===== config.mk =====
export PLATFORM = sky130hd
export DESIGN_NAME = axrm_error_monitor
export DESIGN_NICKNAME = d
export VERILOG_FILES = /design/src/rtl/axrm_pkg.sv /design/src/rtl/axrm_ed_stage.sv /design/src/rtl/axrm_error_monitor.sv
export SDC_FILE = /design/constraint.sdc
export NUM_CORES = 1
export LEC_CHECK = 0
export ABC_AREA = 1
export ABC_CLOCK_PERIOD_IN_PS = 2800
export CAP_MARGIN = 20
export CORE_ASPECT_RATIO = 1.2
export CORE_MARGIN = 1
export CORE_UTILIZATION = 55
export DETAILED_ROUTE_END_ITERATION = 7
export HOLD_SLACK_MARGIN = 0.05
export PLACE_DENSITY = 0.9
export SYNTH_ARGS = -nofsm -noshare
export SYNTH_HDL_FRONTEND = slang
export SYNTH_SLANG_ARGS = --single-unit
export TNS_END_PERCENT = 50

===== constraint.sdc =====
create_clock -name clk -period 2.8 [get_ports clk]
set_input_delay 0.42 -clock clk [delete_from_list [all_inputs] [get_ports clk]]
set_output_delay 0.42 -clock clk [all_outputs]
set_load 0.05 [all_outputs]

===== src/rtl/axrm_pkg.sv =====
// Shared types and default widths for the AxRM error monitor.
// Imported by axrm_ed_stage and axrm_error_monitor.
package axrm_pkg;

    typedef enum logic [1:0] {
        IDLE,
        RUN,
        DONE
    } axrm_mon_state_t;

    localparam int AXRM_PROD_W = 8;
    localparam int AXRM_CNT_W  = 16;
    localparam int AXRM_SUM_W  = 24;

endpackage


===== src/rtl/axrm_ed_stage.sv =====
// S1 register stage: absolute error distance between exact and approximate
// products, mismatch flag and valid pass-through.
module axrm_ed_stage
    import axrm_pkg::*;
#(
    parameter int PROD_W = AXRM_PROD_W
) (
    input  logic              clk,
    input  logic              rst,
    input  logic              valid_i,
    input  logic [PROD_W-1:0] exact_i,
    input  logic [PROD_W-1:0] approx_i,
    output logic              valid_o,
    output logic [PROD_W-1:0] ed_o,
    output logic              mism_o
);

    logic              valid_q;
    logic [PROD_W-1:0] ed_q;
    logic [PROD_W-1:0] ed_d;
    logic              mism_q;

    // Compare first so the subtraction never underflows.
    always_comb begin
        ed_d = '0;
        if (exact_i > approx_i) begin
            ed_d = exact_i - approx_i;
        end else begin
            ed_d = approx_i - exact_i;
        end
    end

    always_ff @(posedge clk) begin
        if (rst) begin
            valid_q <= 1'b0;
            ed_q    <= '0;
            mism_q  <= 1'b0;
        end else begin
            valid_q <= valid_i;
            ed_q    <= ed_d;
            mism_q  <= (ed_d != '0);
        end
    end

    assign valid_o = valid_q;
    assign ed_o    = ed_q;
    assign mism_o  = mism_q;

endmodule


===== src/rtl/axrm_error_monitor.sv =====
// Error-statistics monitor for exact/approximate multiplier product streams.
// Optional squared-error accumulator enabled by defining AXRM_SQ_ERR_EN.
module axrm_error_monitor
    import axrm_pkg::*;
#(
    parameter int PROD_W = AXRM_PROD_W,
    parameter int CNT_W  = AXRM_CNT_W,
    parameter int SUM_W  = AXRM_SUM_W
) (
    input  logic              clk,
    input  logic              rst,
    input  logic              start,
    input  logic [CNT_W-1:0]  num_samples,
    input  logic              in_valid,
    output logic              in_ready,
    input  logic [PROD_W-1:0] exact_prod,
    input  logic [PROD_W-1:0] approx_prod,
    output logic              busy,
    output logic              done,
    output logic [CNT_W-1:0]  sample_cnt,
    output logic [CNT_W-1:0]  err_cnt,
    output logic [SUM_W-1:0]  sum_ed,
    output logic [PROD_W-1:0] max_ed
`ifdef AXRM_SQ_ERR_EN
    ,
    output logic [2*PROD_W+CNT_W-1:0] sum_sq_ed
`endif
);

    axrm_mon_state_t state_q, state_d;
    logic [CNT_W-1:0]  n_q, n_d;
    logic [CNT_W-1:0]  acc_q, acc_d;
    logic [CNT_W-1:0]  sc_q, sc_d;
    logic [CNT_W-1:0]  err_q, err_d;
    logic [SUM_W-1:0]  sum_q, sum_d;
    logic [PROD_W-1:0] max_q, max_d;
    logic [SUM_W:0]    sum_ext;

    logic              xfer;
    logic              s1_valid;
    logic [PROD_W-1:0] s1_ed;
    logic              s1_mism;

    assign in_ready = (state_q == RUN) && (acc_q < n_q);
    assign xfer     = in_valid && in_ready;

    axrm_ed_stage #(
        .PROD_W (PROD_W)
    ) u_ed (
        .clk      (clk),
        .rst      (rst),
        .valid_i  (xfer),
        .exact_i  (exact_prod),
        .approx_i (approx_prod),
        .valid_o  (s1_valid),
        .ed_o     (s1_ed),
        .mism_o   (s1_mism)
    );

    // One spare MSB catches the carry that triggers saturation.
    assign sum_ext = {1'b0, sum_q} + (SUM_W+1)'(s1_ed);

`ifdef AXRM_SQ_ERR_EN
    localparam int SQ_W = 2*PROD_W+CNT_W;
    logic [SQ_W-1:0]     sq_q, sq_d;
    logic [2*PROD_W-1:0] ed_sq;
    logic [SQ_W:0]       sq_ext;

    assign ed_sq  = {{PROD_W{1'b0}}, s1_ed} * {{PROD_W{1'b0}}, s1_ed};
    assign sq_ext = {1'b0, sq_q} + (SQ_W+1)'(ed_sq);
`endif

    always_comb begin
        state_d = state_q;
        n_d     = n_q;
        acc_d   = acc_q;
        sc_d    = sc_q;
        err_d   = err_q;
        sum_d   = sum_q;
        max_d   = max_q;
`ifdef AXRM_SQ_ERR_EN
        sq_d    = sq_q;
`endif
        unique case (state_q)
            IDLE, DONE: begin
                if (start) begin
                    n_d     = num_samples;
                    acc_d   = '0;
                    sc_d    = '0;
                    err_d   = '0;
                    sum_d   = '0;
                    max_d   = '0;
`ifdef AXRM_SQ_ERR_EN
                    sq_d    = '0;
`endif
                    state_d = (num_samples == '0) ? DONE : RUN;
                end
            end
            RUN: begin
                if (xfer) begin
                    acc_d = acc_q + 1'b1;
                end
                if (s1_valid) begin
                    sc_d  = sc_q + 1'b1;
                    err_d = err_q + CNT_W'(s1_mism);
                    sum_d = sum_ext[SUM_W] ? '1 : sum_ext[SUM_W-1:0];
                    if (s1_ed > max_q) begin
                        max_d = s1_ed;
                    end
`ifdef AXRM_SQ_ERR_EN
                    sq_d  = sq_ext[SQ_W] ? '1 : sq_ext[SQ_W-1:0];
`endif
                end
                // All accepted pairs have drained through S2.
                if (sc_q == n_q) begin
                    state_d = DONE;
                end
            end
            default: state_d = IDLE;
        endcase
    end

    always_ff @(posedge clk) begin
        if (rst) begin
            state_q <= IDLE;
            n_q     <= '0;
            acc_q   <= '0;
            sc_q    <= '0;
            err_q   <= '0;
            sum_q   <= '0;
            max_q   <= '0;
`ifdef AXRM_SQ_ERR_EN
            sq_q    <= '0;
`endif
        end else begin
            state_q <= state_d;
            n_q     <= n_d;
            acc_q   <= acc_d;
            sc_q    <= sc_d;
            err_q   <= err_d;
            sum_q   <= sum_d;
            max_q   <= max_d;
`ifdef AXRM_SQ_ERR_EN
            sq_q    <= sq_d;
`endif
        end
    end

    assign busy       = (state_q == RUN);
    assign done       = (state_q == DONE);
    assign sample_cnt = sc_q;
    assign err_cnt    = err_q;
    assign sum_ed     = sum_q;
    assign max_ed     = max_q;
`ifdef AXRM_SQ_ERR_EN
    assign sum_sq_ed  = sq_q;
`endif

endmodule


* Word-level counts from Yosys, hierarchy flattened *
Cells that the tools add are included.

storage, ports and cells
  register bits = 108
  input bits = 36
  output and inout port bits = 67
  word-level logic and storage cells = 59

cells by class
  add/subtract/negate cells = 6
  order comparisons = 3
  eq/ne operators = 8
  mux-type cells = 20
  reduce and logical (&&, ||, !) cells = 12

operators with widths
  kind                                                  number
  one-hot mux 16 bit (2 select lines)                   3
  2-to-1 mux 24 bit                                     3
  2-to-1 mux 16 bit                                     4
  one-hot mux 24 bit (2 select lines)                   1
  adder 16 x 1 -> 16 bit (second input constant)        2
  2-to-1 mux 8 bit                                      4
  adder 24 x 8 -> 25 bit                                1
  adder 16 x 1 -> 16 bit                                1
  equality test 16 bit                                  1
  greater-than comparator 8 bit                         2
  zero test 16 bit                                      1
  < comparator 16 bit                                   1
  one-hot mux 8 bit (2 select lines)                    1
  subtractor 8 bit                                      2
  != test 2 x 1 -> 1 bit (second input constant)        4
  nonzero test 8 bit                                    1
  2-to-1 mux 2 bit                                      3
  AND reduction 3 bit                                   2
  one-hot mux 2 bit (2 select lines)                    1
  AND reduction 2 bit                                   2
  AND reduction 4 bit                                   1
  equality test 2 x 1 -> 1 bit (second input constant)  1
  equality test 2 bit (second input constant)           1
  logical AND 1 bit                                     2
  4 further kinds                                       4

* Depth between registers and ports, before layout *
  depth after elaboration = 5
  depth in mapped cells = 17
  depth with buffers taken out = 16

* Cells and area by module *
From an unflattened synthesis, not the netlist that was laid out.

second synthesis, totals
  cells, all modules = 1,212
  area, all modules = 7,654.8 µm²

modules (own cells, without submodules)
  module              instances  cells each  area each (µm²)  seq. area each (µm²)
  axrm_error_monitor  1          1,009       6,427.4          1,961.9
  axrm_ed_stage       1          203         1,227.4          200.2

* Worst setup path after synthesis *
No wires, ideal clock.

  kind = register to output
  from = register n_q[5]
  to = output port in_ready
  arrival time = 1.788 ns
  required time = 2.380 ns
  slack = 0.592 ns
  stages on the path, launching flop included = 8
  buffers on the path = 0
  cell sequence = dfxtp_1 > inv_1 > ha_1 > a21oi_1 > nor2_1 > nor3_1 > nand2_1 > a21oi_1

between the ends
  word-level cells in the longest chain between the ends = 2

RTL lines
  element                 RTL line                   text
  from (decl)             axrm_error_monitor.sv:31   logic [CNT_W-1:0] n_q, n_d;
  from (signal assigned)  axrm_error_monitor.sv:137  n_q <= n_d;
  < comparator 16 bit     axrm_error_monitor.sv:44   assign in_ready = (state_q == RUN) && (acc_q < n_q);
  logical AND 1 bit       axrm_error_monitor.sv:44
  to (decl)               axrm_error_monitor.sv:15   output logic in_ready,

Every way passes these cells.

* Worst setup path in the final report *
Same ends and word-level chain as after synthesis.

==> results.toml <==
[grt]
grt_overflow = 0
antenna_found_initial = 0
grt_pass1_vias = 6885
grt_pass1_wl_um = 30200
grt_max_degree = 46
grt_usage_pct = 27.1

[detailed_routing]
drt_iter0_drc = 487
route.detailed.vias_per_inst = 5.42
wl_um = 18100
avgRoutedWirePerCell_um = 12.8
drc_errors = 0
ant_nets = 0
dr_total_vias = 7661
drtPass1Iterations = 5

[die]
initial_core_util_pct = 57.1
dieArea_mm2 = 0.0137
io_pins = 103
die_w_um = 107
die_height_um = 128
fp.coreArea_mm2 = 0.0128
num_rows = 45

[logic_synthesis]
synthCells = 1151
syn_area_mm2 = 0.00730
yosys_warnings = 0
synth_simple_gate_area_share_pct = 36.0
synth_compound_area_share_pct = 10.7
synth_top_family_by_area = "simple AND/OR/NAND/NOR gates"
synth_nets = 1240
syn_avg_cell_area_um2 = 6.34
synthMuxAreaShare_pct = 0
ys_types = 39
synth-xor-area-share_pct = 3.96
synthAdderAreaFrac_pct = 9.39
yosysSeqAreaShare_pct = 29.6
synth-seq-cells = 108

[finish]
antenna_cells = 0
final_cell_mix = "nand2_1 (317), inv_1 (153), nor2_1 (142)"
drive_above_1_share_pct = 3.84
fillCellCount = 1069
final_nets = 1333
syn2layout_area_growth_pct = 19.8
final_cells = 1413
layout_commonest_cell = "nand2_1"

[clock_tree]
tritoncts = "built"
clock_latency_ns = 0.36
cts.sinks = 108
cts_setup_buffers = 0
ctsHoldBuffers = 0
clockRootBuffer = "clkbuf_16"
cts.repair.resized = 0
clockBufferDepth = 2
h-tree-depth = 3
clkTransAtPathRegs_ns = 0.08
numCtsBuffers = 9

[sta]
layout_min_cycle_time_ns = 2.38
final_hold_viol_count = 0
maxSlewViolCount = 0
slew_headroom_pct = 47.1
fin_skew_ns = 0.0113
tns_ns = 0
rsz0062_at_grt = "no"
fin_crit_sh_pct = 84.9
tightest_slew_ns = 0.788
setup_viol = 0
fmax_ghz = 0.420
setup_ws_ns = 0.422

[placed_design]
place_ws_ns = 0.121
placed_cells = 1397
gpl.final_weighted_congestion = 0.967
post-dp-hpwl_um = 13600
port_buffers = 102

[critical_path]
crit_path_end_kind = "primary output"
required_ns = 2.38
critical_path_class = "flop to primary output"
arrival_ns = 1.96
cp_max_fo = 3
cp-start-kind = "flop"
ff2ff_path_depth = 10

[power_and_ir_drop]
ir_drop_mv = 0.283
power.leakage_nw = 3.89
p_per_area_mw_per_mm2 = 440

[worst_hold_path]
hold_class = "primary input to flop"
hold_depth = 2

[run_status]
status = "finished, final reports clean"

[job]
maxCapViolations = 0
[metrics by stage]
| stage | hold slack [ns] | instance area [µm²] | util [%] | power, mW |
|---|---|---|---|---|
| floorplan | 0.461 | 7300 | - | 2.36 |
| global placement | 0.447 | 8460 | 66.2 | 2.59 |
| detailed placement | 0.462 | 8460 | 66.2 | 2.63 |
| CTS | 0.282 | 8750 | 68.4 | 3.85 |
| global route | 0.302 | 8750 | 68.4 | 4.05 |
| finish | 0.290 | 8750 | 68.4 | 3.85 |
[cells in the mapped netlist, drive strengths merged]
library cell / number / area share, %
or2: 2 / 0.17
nor2: 146 / 7.7
clkinv: 3 / 0.15
a21boi: 2 / 0.21
nand3b: 12 / 1.2
o21a: 1 / 0.10
xnor2: 13 / 1.6
nand4: 26 / 2.4
inv: 159 / 8.2
ha: 50 / 8.6
nor3b: 1 / 0.10
o21ai: 48 / 3.3
a21oi: 94 / 6.4
nand2: 321 / 17
clkbuf: 22 / 1.2
xor2: 20 / 2.4
a22oi: 1 / 0.10
nor3: 30 / 2.2
a2bb2oi: 1 / 0.12
dfxtp: 108 / 30
buf: 9 / 0.87
nor4: 5 / 0.43
nand3: 70 / 5.0
a211oi: 2 / 0.21
fa: 3 / 0.82
a21o: 2 / 0.21
[cell type report]
| cell class | instances | area, µm² | area share [%] |
|---|---|---|---|
| multi-input combinational | 850 | 4380 | 50.1 |
| sequential | 108 | 2160 | 24.7 |
| timing repair buffer | 113 | 1110 | 12.7 |
| inverter | 162 | 608 | 6.95 |
| clock buffer | 9 | 225 | 2.57 |
| tap | 164 | 205 | 2.35 |
| clock inverter | 7 | 58.8 | 0.672 |
[worst paths after layout]
kind	endpoint	from	slack, ns
min reg2reg	err_cnt[12]	err_cnt[12]	0.47
min	sample_cnt[15]	rst	0.29
max reg2reg	sum_ed[0]	sum_ed[0]	0.52
max	in_ready	n_q[5]	0.42
[power by group]
part / leakage (nW) / total (mW) / switching, mW / internal (mW)
registers: 0.880 / 1.69 / 0.0782 / 1.61
clock network: 0.138 / 1.24 / 0.625 / 0.619
logic: 2.87 / 0.916 / 0.569 / 0.347
[worst max-delay path, cell delays in order, from the launching register on]
cell and delay, ns:
dfxtp_1 0.35, inv_1 0.08, ha_1 0.31, a21oi_1 0.13, nor2_1 0.05, nor3_1 0.14
nand2_1 0.12, a21oi_1 0.24, buf_12 0.17
[state kept, by name, summed over array words and instances (netlist names)]
signal / flops
u_ed.ed_o: 8
sum_ed: 24
err_cnt: 16
u_ed.valid_o: 1
sample_cnt: 16
max_ed: 8
n_q: 16
state_q: 2
acc_q: 16
u_ed.mism_o: 1
[metal layers]
layer  part of all wire (%)  vias to the layer above  GRT usage, %
li1                       -                     3872             -
met1                     42                     3466          32.0
met2                     50                      285          49.3
met3                    6.0                       38          4.32
met4                    2.3                        0          9.51
met5                      0                        -             0
[logic make-up after synthesis]
logic type	after synthesis
AND/OR/NAND/NOR	613
adder cells (fa/ha/maj)	53
flip-flops	108
buffers and inverters	193
AO/OA/AOI/OAI	151
XOR/XNOR	33
(Power assumes the default switching activity.)
==> RTL edit (same flow settings) <==
Re-encode `axrm_mon_state_t` (3 states) as one-hot, 3 bits wide.
--- a/src/rtl/axrm_pkg.sv
+++ b/src/rtl/axrm_pkg.sv
@@ -4,6 +4,6 @@
 
-    typedef enum logic [1:0] {
-        IDLE,
-        RUN,
-        DONE
+    typedef enum logic [2:0] {
+        IDLE = 3'b001,
+        RUN  = 3'b010,
+        DONE = 3'b100
     } axrm_mon_state_t;
Check against the original RTL: no difference found for any inputs over 4 cycles, from zero or initial values and one cycle with rst high; so few cycles prove little.
==> RTL edit against the unedited design <==
  * Clock skew is 0.0011 ns lower
  * Synthesized cell count is 1.4% lower
  * First-iteration DRC count is 49% higher
  * Die area is 0.88% higher
  * Count of clock-buffer cells in the layout is 2 higher
  * Combinational power is 3.5% higher
  * Worst setup slack worse by 0.18 ns
  * Power is 6.3% higher
  * Wire length is 8.7% higher
  * Synthesized area is 0.89% higher
  * Final area is 1.7% higher
  * Sequential cell count is 1 higher
  * Utilization is 0.89 points higher
  * Largest power group unchanged
  * Highest routed layer unchanged
==> RTL edit: results (changes against the unedited design) <==
INFO  metric grt_met1_use = 35.6% (+3.6 points)
INFO  metric post_synth_most_frequent_cells = nand2_1 (268), inv_1 (128), a21oi_1 (124)
INFO  metric min_to = max_ed[5]$_SDFFE_PP0P_
INFO  metric vias = 7901 (+3.1%)
INFO  metric arrival = 2.14 ns (+0.18 ns)
INFO  metric first_global_vias = 7067 (+2.6%)
INFO  metric p_leak = 3.58 nW (-8.1%)
INFO  metric rr_startpoint = u_ed.ed_o[0]$_SDFF_PP0_
INFO  metric power.share.combinational = 23.2% (-0.6 points)
INFO  metric setup.worst_path.end = busy
INFO  metric worstHoldPathType = reg2reg
INFO  metric post_route_cells_drive_above_1_share = 4.30% (+0.46 points)
INFO  metric post-layout-total-power = 4.09 mW (+6.3%)
INFO  metric synth_compound_gate_area_share = 13.9% (+3.2 points)
INFO  metric synth_fa_ha_area_share = 9.31% (-0.083 points)
INFO  metric maximum_number_of_pins_on_one_net_before_global_route_repair = 71 (+54%)
INFO  metric clock-skew-final = 0.0102 ns (-0.00106 ns)
INFO  metric postPlaceCellArea = 8570 µm² (+1.3%)
INFO  metric timing.critical_path.fanout_max = 9 (+6)
INFO  metric synth_cell_type_count = 42 (+7.7%)
INFO  metric irDropWorstVdd = 295 µV (+4.3%)
INFO  metric synthesized_netlist_cell_count = 1135 (-1.4%)
INFO  metric global_route_wire_length_before_repair = 32.0 mm (+5.9%)
INFO  metric slowest_stage = clkdlybuf4s50_1
INFO  metric yosys-top-cells-area = dfxtp_1 (30%), nand2_1 (14%), ha_1 (8.5%), a21oi_1 (8.4%), inv_1 (6.5%)
INFO  metric vias_per_inst = 5.66 (+4.3%)
INFO  metric avgRoutedWirePerCell = 14.1 µm (+9.9%)
INFO  metric drt_iter0_markers = 725 (+49%)
INFO  metric post_synth_xor_area_fraction = 4.04% (+0.084 points)
INFO  metric power_frac_clock = 35.2% (+2.9 points)
INFO  metric groute.layer.met2.usage = 49.2% (-0.13 points)
INFO  metric fin_nets = 1318 (-1.1%)
INFO  metric power_switching = 1.26 mW (-1.3%)
INFO  metric worstReg2RegEnd = sum_ed[4]$_SDFFE_PP0P_
INFO  metric place.detailed.instances = 1382 (-1.1%)
INFO  metric status = complete, no violations
INFO  metric timing.final.ws_setup = 0.239 ns (-0.182 ns)
INFO  metric worstRegToRegCells = 11 (+1)
INFO  metric dp_slack = -0.0566 ns (-0.178 ns)
INFO  metric place.detailed.hpwl = 14.5 mm (+6.7%)
INFO  metric holdCritStartpoint = max_ed[5]$_SDFFE_PP0P_
## RTL edit: cell count changes in the layout (fill, tap and decap cells not counted), sizes merged, moves of 7 or more
cell,delta
nor3,+13
buf,+9
o21ai,+14
nand3,+19
inv,-30
or2,+7
nor2,-37
nand2,-52
a21oi,+30
## RTL edit: worst max-delay path, delay by kind of cell, from the launching register on
| kind | cells | cell delay (ns) |
|---|---|---|
| flip-flops | 1 | 0.35 |
| AND/OR/NAND/NOR | 1 | 0.43 |
| buffers and inverters | 2 | 1.00 |
## RTL edit: final cells by class
class / count / area (µm²) / area share, %
tap: 164 / 205 / 2.31
timing repair buffer: 122 / 1180 / 13.2
inverter: 133 / 502 / 5.64
clock inverter: 4 / 97.6 / 1.10
multi-input combinational: 854 / 4510 / 50.6
sequential: 109 / 2180 / 24.5
clock buffer: 11 / 233 / 2.61
## RTL edit: logic make-up (layout without fill, tap and decap cells)
family,Yosys count,in the layout
buf+inv,172,270
flops,109,109
fa+ha+maj,53,53
xor+xnor,34,34
simple gates,570,570
compound gates,197,197
